### src/rtl/aes_link_pkg.sv
// Shared constants for both ends of the byte-oriented AES serial link.
// Command bytes, host FSM state encoding and error codes.
package aes_link_pkg;

    localparam logic [7:0] CMD_READY = 8'h52;
    localparam logic [7:0] CMD_KEY   = 8'h4B;
    localparam logic [7:0] CMD_DATA  = 8'h44;
    localparam logic [7:0] CMD_ENC   = 8'h45;
    localparam logic [7:0] CMD_DEC   = 8'h55;

    localparam int PAYLOAD_BYTES = 16;

    localparam logic [1:0] ERR_NONE   = 2'b00;
    localparam logic [1:0] ERR_READY  = 2'b01;
    localparam logic [1:0] ERR_RESULT = 2'b10;

    typedef enum logic [3:0] {
        S_IDLE,
        S_WAIT_READY,
        S_SEND_MODE,
        S_SEND_KEY_CMD,
        S_SEND_KEY,
        S_SEND_DATA_CMD,
        S_SEND_DATA,
        S_RECV,
        S_DONE,
        S_ERROR
    } stateT;

    function automatic logic [7:0] cmdFor(input stateT st, input logic dec);
        logic [7:0] b;
        b = CMD_DATA;
        if (st == S_SEND_MODE)
            b = dec ? CMD_DEC : CMD_ENC;
        else if (st == S_SEND_KEY_CMD)
            b = CMD_KEY;
        return b;
    endfunction

endpackage

### src/rtl/aes_link_tx_seq.sv
// Serialises a 128-bit word MSB-first into 16 TxLoad/TxDone handshakes.
// Finished pulses for one cycle after the last TxDone.
module aes_link_tx_seq
    import aes_link_pkg::*;
(
    input  logic         Clk,
    input  logic         Rst,
    input  logic         Go,
    input  logic [127:0] Word,
    input  logic         TxDone,
    output logic [7:0]   TxByte,
    output logic         TxLoad,
    output logic         Finished
);

    localparam logic [3:0] LAST = 4'(PAYLOAD_BYTES - 1);

    logic [127:0] shiftReg;
    logic [3:0]   byteCnt;
    logic         active;
    logic         waiting;

    always_ff @(posedge Clk or negedge Rst) begin
        if (!Rst) begin
            shiftReg <= '0;
            byteCnt  <= '0;
            active   <= 1'b0;
            waiting  <= 1'b0;
            TxByte   <= '0;
            TxLoad   <= 1'b0;
            Finished <= 1'b0;
        end else begin
            TxLoad   <= 1'b0;
            Finished <= 1'b0;
            if (Go) begin
                shiftReg <= Word;
                byteCnt  <= '0;
                active   <= 1'b1;
                waiting  <= 1'b0;
            end else if (active && !waiting) begin
                TxLoad  <= 1'b1;
                TxByte  <= shiftReg[127:120];
                waiting <= 1'b1;
            end else if (active && TxDone) begin
                shiftReg <= {shiftReg[119:0], 8'h00};
                waiting  <= 1'b0;
                byteCnt  <= byteCnt + 4'd1;
                if (byteCnt == LAST) begin
                    active   <= 1'b0;
                    Finished <= 1'b1;
                end
            end
        end
    end

endmodule

### src/rtl/aes_link_host.sv
// Host-side initiator for the AES serial link: ready, mode, key, data,
// then collects the 16-byte result over existing UART byte blocks.
module aes_link_host
    import aes_link_pkg::*;
#(
    parameter int TIMEOUT_CYCLES = 1000000
) (
    input  logic         Clk,
    input  logic         Rst,
    input  logic         Start,
    input  logic         LoadKey,
    input  logic         Decrypt,
    input  logic [127:0] KeyIn,
    input  logic [127:0] DataIn,
    output logic [7:0]   TxByte,
    output logic         TxLoad,
    input  logic         TxDone,
    input  logic [7:0]   RxByte,
    input  logic         RxValid,
    output logic [127:0] Result,
    output logic         Busy,
    output logic         Done,
    output logic         Error,
    output logic [1:0]   ErrCode
);

    localparam int TW = $clog2(TIMEOUT_CYCLES);
    localparam logic [TW-1:0] T_LAST = TW'(TIMEOUT_CYCLES - 1);
    localparam logic [3:0] R_LAST = 4'(PAYLOAD_BYTES - 1);

    stateT        state;
    logic [127:0] keyReg;
    logic [127:0] dataReg;
    logic [119:0] rxShift;
    logic [127:0] rxNext;
    logic         loadKeyReg;
    logic         decReg;
    logic         modeKnown;
    logic         devMode;
    logic         cmdLoad;
    logic         cmdSent;
    logic [7:0]   cmdByte;
    logic         seqGo;
    logic         seqLoad;
    logic         seqFinished;
    logic [7:0]   seqByte;
    logic [3:0]   rxCnt;
    logic [TW-1:0] toCnt;
    logic         payloadPhase;

    assign payloadPhase = (state == S_SEND_KEY) || (state == S_SEND_DATA);
    assign TxLoad = cmdLoad | seqLoad;
    assign TxByte = payloadPhase ? seqByte : cmdByte;
    assign rxNext = {rxShift, RxByte};

    aes_link_tx_seq uSeq (
        .Clk      (Clk),
        .Rst      (Rst),
        .Go       (seqGo),
        .Word     ((state == S_SEND_KEY) ? keyReg : dataReg),
        .TxDone   (TxDone),
        .TxByte   (seqByte),
        .TxLoad   (seqLoad),
        .Finished (seqFinished)
    );

    always_ff @(posedge Clk or negedge Rst) begin
        if (!Rst) begin
            state      <= S_IDLE;
            keyReg     <= '0;
            dataReg    <= '0;
            rxShift    <= '0;
            loadKeyReg <= 1'b0;
            decReg     <= 1'b0;
            modeKnown  <= 1'b0;
            devMode    <= 1'b0;
            cmdLoad    <= 1'b0;
            cmdSent    <= 1'b0;
            cmdByte    <= '0;
            seqGo      <= 1'b0;
            rxCnt      <= '0;
            toCnt      <= '0;
            Result     <= '0;
            Busy       <= 1'b0;
            Done       <= 1'b0;
            Error      <= 1'b0;
            ErrCode    <= ERR_NONE;
        end else begin
            cmdLoad <= 1'b0;
            seqGo   <= 1'b0;
            Done    <= 1'b0;
            unique case (state)
                S_IDLE: begin
                    if (Start) begin
                        keyReg     <= KeyIn;
                        dataReg    <= DataIn;
                        loadKeyReg <= LoadKey;
                        decReg     <= Decrypt;
                        Error      <= 1'b0;
                        ErrCode    <= ERR_NONE;
                        Busy       <= 1'b1;
                        toCnt      <= '0;
                        state      <= S_WAIT_READY;
                    end
                end
                S_WAIT_READY: begin
                    // A received byte always wins over the timeout boundary.
                    if (RxValid) begin
                        toCnt <= '0;
                        if (RxByte == CMD_READY) begin
                            if (!modeKnown || devMode != decReg)
                                state <= S_SEND_MODE;
                            else if (loadKeyReg)
                                state <= S_SEND_KEY_CMD;
                            else
                                state <= S_SEND_DATA_CMD;
                        end
                    end else if (toCnt == T_LAST) begin
                        state     <= S_ERROR;
                        Error     <= 1'b1;
                        ErrCode   <= ERR_READY;
                        Busy      <= 1'b0;
                        modeKnown <= 1'b0;
                    end else begin
                        toCnt <= toCnt + 1'b1;
                    end
                end
                S_SEND_MODE, S_SEND_KEY_CMD, S_SEND_DATA_CMD: begin
                    if (!cmdSent) begin
                        cmdLoad <= 1'b1;
                        cmdByte <= cmdFor(state, decReg);
                        cmdSent <= 1'b1;
                    end else if (TxDone) begin
                        cmdSent <= 1'b0;
                        if (state == S_SEND_MODE) begin
                            devMode   <= decReg;
                            modeKnown <= 1'b1;
                            state <= loadKeyReg ? S_SEND_KEY_CMD
                                                : S_SEND_DATA_CMD;
                        end else begin
                            seqGo <= 1'b1;
                            state <= (state == S_SEND_KEY_CMD) ? S_SEND_KEY
                                                               : S_SEND_DATA;
                        end
                    end
                end
                S_SEND_KEY: begin
                    if (seqFinished)
                        state <= S_SEND_DATA_CMD;
                end
                S_SEND_DATA: begin
                    if (seqFinished) begin
                        rxCnt <= '0;
                        toCnt <= '0;
                        state <= S_RECV;
                    end
                end
                S_RECV: begin
                    if (RxValid) begin
                        toCnt   <= '0;
                        rxShift <= rxNext[119:0];
                        rxCnt   <= rxCnt + 4'd1;
                        if (rxCnt == R_LAST) begin
                            Result <= rxNext;
                            state  <= S_DONE;
                        end
                    end else if (toCnt == T_LAST) begin
                        state     <= S_ERROR;
                        Error     <= 1'b1;
                        ErrCode   <= ERR_RESULT;
                        Busy      <= 1'b0;
                        modeKnown <= 1'b0;
                    end else begin
                        toCnt <= toCnt + 1'b1;
                    end
                end
                S_DONE: begin
                    Done  <= 1'b1;
                    Busy  <= 1'b0;
                    state <= S_IDLE;
                end
                S_ERROR: begin
                    state <= S_IDLE;
                end
                default: begin
                    state <= S_IDLE;
                end
            endcase
        end
    end

endmodule

### config.mk
export PLATFORM = sky130hd
export DESIGN_NAME = aes_link_host
export DESIGN_NICKNAME = d
export VERILOG_FILES = /design/src/rtl/aes_link_pkg.sv /design/src/rtl/aes_link_tx_seq.sv /design/src/rtl/aes_link_host.sv
export SDC_FILE = /design/constraint.sdc
export NUM_CORES = 1
export LEC_CHECK = 0
export CAP_MARGIN = 20
export CORE_UTILIZATION = 40
export CTS_CLUSTER_SIZE = 16
export DETAILED_ROUTE_END_ITERATION = 6
export GPL_TIMING_DRIVEN = 0
export PLACE_DENSITY_LB_ADDON = 0.25
export SYNTH_ARGS = -nofsm -noshare
export SYNTH_HDL_FRONTEND = slang
export SYNTH_SLANG_ARGS = --single-unit
export TNS_END_PERCENT = 50
### constraint.sdc
create_clock -name Clk -period 4.31 [get_ports Clk]
set_input_delay 0.6465 -clock Clk [delete_from_list [all_inputs] [get_ports Clk]]
set_output_delay 0.6465 -clock Clk [all_outputs]
set_load 0.01 [all_outputs]
==> flow_summary_export.csv <==
group,metric,value,unit
run_status,status,"complete, no violations",
grt,grt_pass1_wl,123000,um
sta,finalHoldViolCount,0,
sta,rsz0062_at_grt,"false",
synth,ys_types,53,
grt,antenna_found_initial,34,
routing,drtAntennaViolNets,0,
grt,grt_usage,21.0,%
placed_design,port_buffers,412,
sta,finalCriticalPeriod,3.44,ns
synth,ys.warnings.count,0,
floorplan,start_util,40.6,%
placed_design,gp_congestion,0.795,
sta,fin_crit_sh,79.8,%
cts,clk_pin_slew,0.06,ns
synth,seq_area_frac_synth,59.5,%
routing,drc,0,
critical_path,path_class,"reg2out",
sta,relSlewSlack,30.2,%
routing,first_iter_violations,1353,
power,p_leak,18.7,nW
power,ir_worst_vdd,0.313,mV
grt,first_global_vias,22200,
cts,cts_htree_levels,3,
critical_path,cp_data_required_time,3.66,ns
synth,synth.most_common_cell,"nand2_1",
synth,synth_area,0.0291,mm2
floorplan,dieArea,0.0739,mm2
sta,worst_pin_slew,1.04,ns
synth,ys.flop_type,"dfrtp_1",
floorplan,die_x,272,um
synth,synthCells,2895,
synth,synthTopCellsByCount,"1158 x nand2_1, 693 x dfrtp_1, 153 x mux2_2",
synth,synthArstFlopShare,100,%
cts,cts_buffers,75,
final_layout,seqCellArea,0.0173,mm2
sta,slew_viol_final,0,
critical_path,cp.arrival,2.79,ns
sta,fin_setup_tns,0,ns
synth,ys_top_cells_by_area,"dfrtp_1 60%, nand2_1 15%, mux2_2 5.9%",
final_layout,nFillCells,6627,
power,power_density,605,mW/mm2
placed_design,place_hpwl,55900,um
grt,gr-total-overflow,0,
grt,grt_max_degree,122,
floorplan,std_cell_rows,98,
routing,drt-total-wl,77000,um
synth,syn_avg_cell_area,10.1,um2
cts,clk_latency,0.62,ns
synth,yosysTopAreaCell,"dfrtp_1",
cts,clockRootBuffer,"clkbuf_16",
min_path,hp-class,"in2async",
critical_path,path_max_fanout,10,
cts,cts_setup_buffers,0,
synth,synth_top_area_share,59.5,%
synth,synth_seq_cells,693,
synth,synth_edf_count,0,
routing,drt-pass1-iter-count,5,
routing,viasPerCell,4.95,
final_layout,fin_area,0.0373,mm2
sta,final-setup-viol-count,0,
sta,fmax,0.291,GHz
cts,tritoncts,"done",
final_layout,area_delta_synth_final,28.0,%
cts,clkSinkCount,693,
floorplan,dieHeight,272,um
flow_run,drv_cap,0,
synth,synth_nets,3169,
cts,cts_hold_buf,0,
final_layout,drive_gt1_share,9.50,%
final_layout,nets,3665,
cts,cts-resized-gates,0,
floorplan,core_area,0.0717,mm2
cts,clockBufferDepth,3,
routing,wire_per_inst,17.5,um
critical_path,end_kind,"output pin",
floorplan,io_pins,413,
critical_path,cp-start-kind,"flip-flop",
placed_design,placed_cell_area,0.0346,mm2
sta,skew,0.0178,ns
routing,vias,21800,
final_layout,multiInputGateArea,0.0109,mm2
==> final cells by class <==
class,count,area share (%)
diodes,4,0.0269
plain buffers,186,2.28
clock buffers,111,6.16
flip-flops and latches,693,46.5
repair buffers,419,11.5
inverters,9,0.0906
clock inverters,27,0.957
multi-input cells,2007,29.2
well taps,950,3.19
==> critical path, cell delays in order, from the launching register on <==
cell and delay [ns]:
dfrtp_1 0.45, nand2b_1 0.26, nor2_1 0.14, clkbuf_1 0.41
nand2_1 0.12, o21ai_0 0.19, clkdlybuf4s50_1 0.62
==> registers in the layout, indices dropped and copies added, names as in the netlist, 2 cells and up <==
register,cells
Result,128
toCnt,20
ErrCode,2
rxCnt,4
cmdByte,5
uSeq.shiftReg,128
keyReg,128
rxShift,120
dataReg,128
uSeq.TxByte,8
uSeq.byteCnt,4
state,4
==> worst paths after layout <==
kind | slack (ns) | from | end | depth (start not counted)
max in group asynchronous | 2.33 | Rst | keyReg[49]$_DFFE_PN0P_ | 4
hold / removal | 0.08 | Rst | toCnt[17]$_DFFE_PN0P_ | 1
hold reg to reg | 0.47 | cmdByte[6]$_DFFE_PN0P_ | cmdByte[6]$_DFFE_PN0P_ | 1
setup reg to reg | 1.16 | state[2]$_DFFE_PN0P_ | dataReg[45]$_DFFE_PN0P_ | 9
min in group Clk | 0.47 | cmdByte[6]$_DFFE_PN0P_ | cmdByte[6]$_DFFE_PN0P_ | 1
setup / recovery | 0.87 | state[0]$_DFFE_PN0P_ | TxByte[2] | 6
==> metal layers <==
| metal | global-route usage [%] | wire length (um) | vias up |
|---|---|---|---|
| met1 | 27.5 | 33800 | 10500 |
| met2 | 34.3 | 36400 | 450 |
| met5 | 0 | 363 | - |
| met4 | 6.52 | 2160 | 56 |
| met3 | 5.34 | 4360 | 180 |
| li1 | - | - | 10600 |
==> stage by stage <==
step | worst slack (ns) | std cells | hold WS, ns | util, % | power [W]
2_1_floorplan | 2.21 | 2895 | 0.351 | - | 0.0136
3_3_place_gp | -28.98 | 4257 | 0.452 | 48.0 | 0.0158
3_5_place_dp | 0.618 | 4264 | 0.453 | 48.3 | 0.0159
4_1_cts | 0.785 | 4402 | 0.142 | 52.0 | 0.0228
5_1_grt | 0.679 | 4404 | 0.162 | 52.0 | 0.0240
6_report | 0.869 | 4406 | 0.0834 | 52.0 | 0.0225
==> power by group <==
group	internal, W	switching (W)	total (W)
clock network	0.00413	0.00268	0.00681
logic	0.00256	0.00383	0.00639
registers	0.00828	0.00106	0.00934
total	0.0150	0.00757	0.0225
==> kinds of logic after synthesis <==
group | share of synthesized area (%)
AND/OR/NAND/NOR | 18.9
flip-flops | 59.5
AO/OA/AOI/OAI | 8.02
multiplexers | 10.1
buffers and inverters | 3.03
XOR/XNOR | 0.241
adder cells (fa/ha/maj) | 0.129
==> cell usage in the layout (no fill, tap or decap), types with 20 or more instances in the layout <==
| cell type | count |
|---|---|
| a211oi_1 | 120 |
| mux2i_1 | 122 |
| clkdlybuf4s50_1 | 411 |
| clkbuf_8 | 22 |
| nand2_1 | 1158 |
| a21oi_1 | 20 |
| nor2_1 | 151 |
| dfrtp_1 | 693 |
| clkbuf_16 | 78 |
| mux2_2 | 153 |
| clkbuf_1 | 152 |
| a21o_1 | 124 |
Note: power is estimated with default switching activity, not from simulation.
==> RTL edit 1: new RTL, config.mk and constraints unchanged <==
Set the parameter `TIMEOUT_CYCLES` to 4000000 (it was 1000000).
--- a/src/rtl/aes_link_host.sv
+++ b/src/rtl/aes_link_host.sv
@@ -4,5 +4,5 @@
     import aes_link_pkg::*;
 #(
-    parameter int TIMEOUT_CYCLES = 1000000
+    parameter int TIMEOUT_CYCLES = 4000000
 ) (
     input  logic         Clk,
Formal check against the unedited RTL: same outputs for any inputs over 4 cycles, from zero or initial values and one cycle with Rst low; that may be too few to reach the edited logic, so the function may still have changed.
==> RTL edit 1 against the original RTL <==
- critical path depth is 1 lower
- global-route usage is 0.48 points higher
- clock power is 2% higher
- total power is 0.79% higher
- count of clock-buffer cells in the layout is 1 higher
- combinational power is 2% lower
- synthesized area is 0.43% higher
- sequential cell count is 2 higher
- hold slack better by 0.38 ns
- cell count is 0.70% higher
- wire length is 2.5% higher
- sequential share of layout area is 0.088 points lower
- setup slack worse by 0.27 ns
- final area is 0.48% higher
- critical path type unchanged
- highest routed layer unchanged
==> RTL edit 1: results (changes against the original RTL) <==
| Metric | Value |
|---|---|
| Global-route usage over all layers | 21.53% (was 21.05%) |
| Final WL | 78.97 mm (was 77.04 mm) |
| Cts hold-fix bufs | 1 (was 0) |
| Routed len/inst | 17.80 um (was 17.48 um) |
| Clk pwr | 6.94 mW (was 6.81 mW) |
| Met3 Track Usage GR | 4.646% (was 5.343%) |
| Placer Congestion | 0.8548 (was 0.7949) |
| Final HPWL DP | 57.40 mm (was 55.89 mm) |
| Logic inverters | 8 (was 9) |
| Synth area leaders | dfrtp_1, nand2_1, mux2_1 (was dfrtp_1, nand2_1, mux2_2) |
| Fin nets | 3695 (was 3665) |
| Diodes inserted | 5 (was 4) |
| Sequential cell area | 0.01739 mm2 (was 0.01734 mm2) |
| Met2 usage | 34.21% (was 34.32%) |
| First-pass GRT wire length | 124.9 mm (was 122.5 mm) |
| VDD IR max | 0.0003003 V (was 0.0003131 V) |
| Area after DPL | 0.03473 mm2 (was 0.03462 mm2) |
| Multi-input combinational area share | 29.38% (was 29.23%) |
| NonClk Buf Share | 13.68% (was 13.83%) |
| NetSw | 7.534 mW (was 7.571 mW) |
| Pre-CTS setup slack | 0.7733 ns (was 0.6185 ns) |
| Seq/Total Area, Yosys | 59.46% (was 59.55%) |
| Clock power frac | 30.5% (was 30.2%) |
| Routed via count | 22090 (was 21790) |
| Length of routed met3 wiring | 4.056 mm (was 4.363 mm) |
| Metal2 WL | 36.57 mm (was 36.37 mm) |
| CP max stage cell | nor2_1 (was clkdlybuf4s50_1) |
| CTS Buf Count | 78 (was 75) |
| Synth unique cells | 64 (was 53) |
| Mapped Nets | 3196 (was 3169) |
| Synth cell count leaders | nand2_1, dfrtp_1, nor2_1 (was nand2_1, dfrtp_1, mux2_2) |
| Outcome | finished clean (unchanged) |
| Clk_buf instances | 112 (was 111) |
| # clock sinks | 695 (was 693) |
| Hold crit path type | reg -> reg (was in -> async) |
| Non-clock buffer instance count of the final layout | 604 (was 605) |
-- RTL edit 1: worst paths after layout --
kind / end / cells past startpoint / slack [ns] / from
hold / removal: rxShift[118]$_DFFE_PN0P_ / 2 / 0.47 / rxShift[118]$_DFFE_PN0P_
max in group asynchronous: keyReg[101]$_DFFE_PN0P_ / 4 / 2.23 / Rst
setup reg to reg: dataReg[117]$_DFFE_PN0P_ / 8 / 1.28 / state[1]$_DFFE_PN0P_
hold reg to reg: rxShift[118]$_DFFE_PN0P_ / 2 / 0.47 / rxShift[118]$_DFFE_PN0P_
setup / recovery: TxByte[1] / 5 / 0.60 / state[0]$_DFFE_PN0P_
min in group asynchronous: Result[102]$_DFFE_PN0P_ / 2 / 0.58 / Rst
-- RTL edit 1: kinds of logic after synthesis --
kind of cell	Yosys count	share of synthesized area, %
AOI/OAI and AO/OA	347	8.457
xor gates and xnor gates	7	0.2096
muxes	274	10.03
DFF	695	59.46
buffers and inverters	193	2.913
and+or+nand+nor	1403	18.80
adders and majority gates	3	0.1284
==> RTL edit 2: new RTL, same flow settings <==
Without the edit above. Put a register stage on the output `TxByte`, without a reset. The value now appears one clock later. The other outputs are not delayed to match.
--- a/src/rtl/aes_link_host.sv
+++ b/src/rtl/aes_link_host.sv
@@ -29,4 +29,6 @@
     localparam logic [3:0] R_LAST = 4'(PAYLOAD_BYTES - 1);
 
+    logic [7:0] TxByte_d;
+
     stateT        state;
     logic [127:0] keyReg;
@@ -51,5 +53,5 @@
     assign payloadPhase = (state == S_SEND_KEY) || (state == S_SEND_DATA);
     assign TxLoad = cmdLoad | seqLoad;
-    assign TxByte = payloadPhase ? seqByte : cmdByte;
+    assign TxByte_d = payloadPhase ? seqByte : cmdByte;
     assign rxNext = {rxShift, RxByte};
 
@@ -190,4 +192,8 @@
     end
 
+    always_ff @(posedge Clk) begin
+        TxByte <= TxByte_d;
+    end
+
 endmodule
 
Behaviour: not the same (a bounded check fails within 4 cycles, from zero or initial values and one cycle with Rst low).
==> RTL edit 2 against the original RTL <==
- maximum frequency up 11%
- largest cell class unchanged
- sequential cell count grew 8
- critical path type is now reg -> reg
- sequential share of layout area up 0.24 points
- synthesized area is 0.34% higher
- total power down 0.49%
- setup slack improved by 0.33 ns
- count of clock-buffer cells in the layout down 4
- global-route usage grew 0.61 points
- final area grew 0.42%
- wire length increased by 3.3%
- register-to-register slack better by 0.04 ns
- largest power group unchanged
- combinational power is 4.2% lower
==> RTL edit 2: results (changes against the original RTL) <==
| Metric | Value |
|---|---|
| Outcome | finished clean (unchanged) |
| Fraction of area in registers | 46.75% (was 46.52%) |
| Metal2 WL | 38.37 mm (was 36.37 mm) |
| Initial detailed-routing violation count | 1622 (was 1353) |
| Drt via density | 4.953 (was 4.945) |
| Length of routed met3 wiring | 3.715 mm (was 4.363 mm) |
| Crit path DAT | 3.64 ns (was 2.79 ns) |
| Critical R2R Capture | dataReg[124]$_DFFE_PN0P_ (was dataReg[45]$_DFFE_PN0P_) |
| Diodes inserted | 4 (unchanged) |
| First-pass GRT wire length | 125.1 mm (was 122.5 mm) |
| Sw Share | 33.17% (was 33.59%) |
| Post-synthesis xor/xnor area fraction | 0.2398% (was 0.2406%) |
| Max incr delay on CP | 0.64 ns (was 0.62 ns) |
| Global-route usage over all layers | 21.66% (was 21.05%) |
| Logic inverters | 8 (was 9) |
| Register-to-Register Path Depth | 11 (was 9) |
| Met2 usage | 35.79% (was 34.32%) |
| Final HPWL DP | 58.43 mm (was 55.89 mm) |
| Synth Area in Compound Gates | 8.020% (was 8.017%) |
| # clock sinks | 701 (was 693) |
| Synth area leaders | dfrtp_1, nand2_1, mux2_2 (unchanged) |
| Post-Synth Adder-Cell Area | 0.1285% (was 0.1289%) |
| Reg2reg start | state[1]$_DFFE_PN0P_ (was state[2]$_DFFE_PN0P_) |
| Asr flop ratio synth | 98.86% (was 100.0%) |
| Leak | 18.77 nW (was 18.73 nW) |
| Clock buf/inv share | 7.046% (was 7.115%) |
| Area of the multi-input gates | 0.01092 mm2 (was 0.01090 mm2) |
| Share of layout cells above drive strength 1 | 9.786% (was 9.502%) |
| Met1 GRT Util | 29.14% (was 27.54%) |
| Mapped Nets | 3177 (was 3169) |
| Comb_multi_in | 2012 (was 2007) |
| Pre-CTS setup slack | 0.8763 ns (was 0.6185 ns) |
| Met3 Track Usage GR | 3.773% (was 5.343%) |
| R2r setup slk | 1.20 ns (was 1.16 ns) |
| VDD IR max | 0.0003058 V (was 0.0003131 V) |
| Destination of the worst hold path | cmdByte[6]$_DFFE_PN0P_ |
| Initial antenna violation count | 11 (was 34) |
| Seq/Total Area, Yosys | 59.90% (was 59.55%) |
| Hold_sp | cmdByte[6]$_DFFE_PN0P_ |
| Largest net degree at the start of global routing | 115 (was 122) |
| CP max stage cell | clkbuf_1 (was clkdlybuf4s50_1) |
| Synth cell count leaders | nand2_1, dfrtp_1, mux2_2 (unchanged) |
| Placer Congestion | 0.8185 (was 0.7949) |
| Hold crit path type | reg -> reg (was in -> async) |
| NonClk Buf Share | 13.75% (was 13.83%) |
| Cts hold-fix bufs | 1 (was 0) |
| Final Skew | 0.01765 ns (was 0.01778 ns) |
| Clk_buf instances | 107 (was 111) |
| Mux share of post-synthesis cell area | 10.07% (was 10.11%) |
| Worst slew margin | 36.76% (was 30.15%) |
| Fin nets | 3677 (was 3665) |
| Routed length on met1 | 35.63 mm (was 33.78 mm) |
| Routed len/inst | 18.01 um (was 17.48 um) |
RTL edit 2: changes by cell type after synthesis, sizes merged, moves of 4 or more:
| cell | before | now |
|---|---|---|
| dfxtp | 0 | 8 |
| buf | 45 | 58 |
| o21ai | 18 | 24 |
| o31ai | 10 | 6 |
| clkbuf | 141 | 124 |
RTL edit 2: per-stage QoR:
stage / instances / hold WS [ns] / cell area, um2 / power, mW
detailed placement: 4275 / 0.4541 / 34780 / 15.74
global placement: 4265 / 0.4466 / 34530 / 15.61
floorplan: 2903 / 0.3509 / 29220 / 13.41
CTS: 4414 / 0.4672 / 37420 / 22.66
global route: 4416 / 0.4819 / 37430 / 23.86
finish: 4418 / 0.4671 / 37430 / 22.43
RTL edit 2: worst max-delay path by stage:
stage / from / to / slack, ns / cells after the start
after detailed placement: Start / keyReg[0]$_DFFE_PN0P_ / 0.88 / 9
after global routing: state[1]$_DFFE_PN0P_ / keyReg[0]$_DFFE_PN0P_ / 1.07 / 11
final: state[1]$_DFFE_PN0P_ / dataReg[124]$_DFFE_PN0P_ / 1.20 / 11
after global placement: Rst / keyReg[30]$_DFFE_PN0P_ / -29.11 / 1
after CTS: state[1]$_DFFE_PN0P_ / dataReg[99]$_DFFE_PN0P_ / 1.19 / 11
after floorplan: Start / toCnt[19]$_DFFE_PN0P_ / 2.20 / 6
RTL edit 2: power by group through the flow:
stage / Combinational, mW / Clock (mW) / Sequential, mW
final: 6.12 / 6.84 / 9.46
after global routing: 6.92 / 7.27 / 9.66
after CTS: 6.22 / 6.99 / 9.45
after detailed placement: 6.19 / 0 / 9.55
after global placement: 6.04 / 0 / 9.57
after floorplan: 4.20 / 0 / 9.21
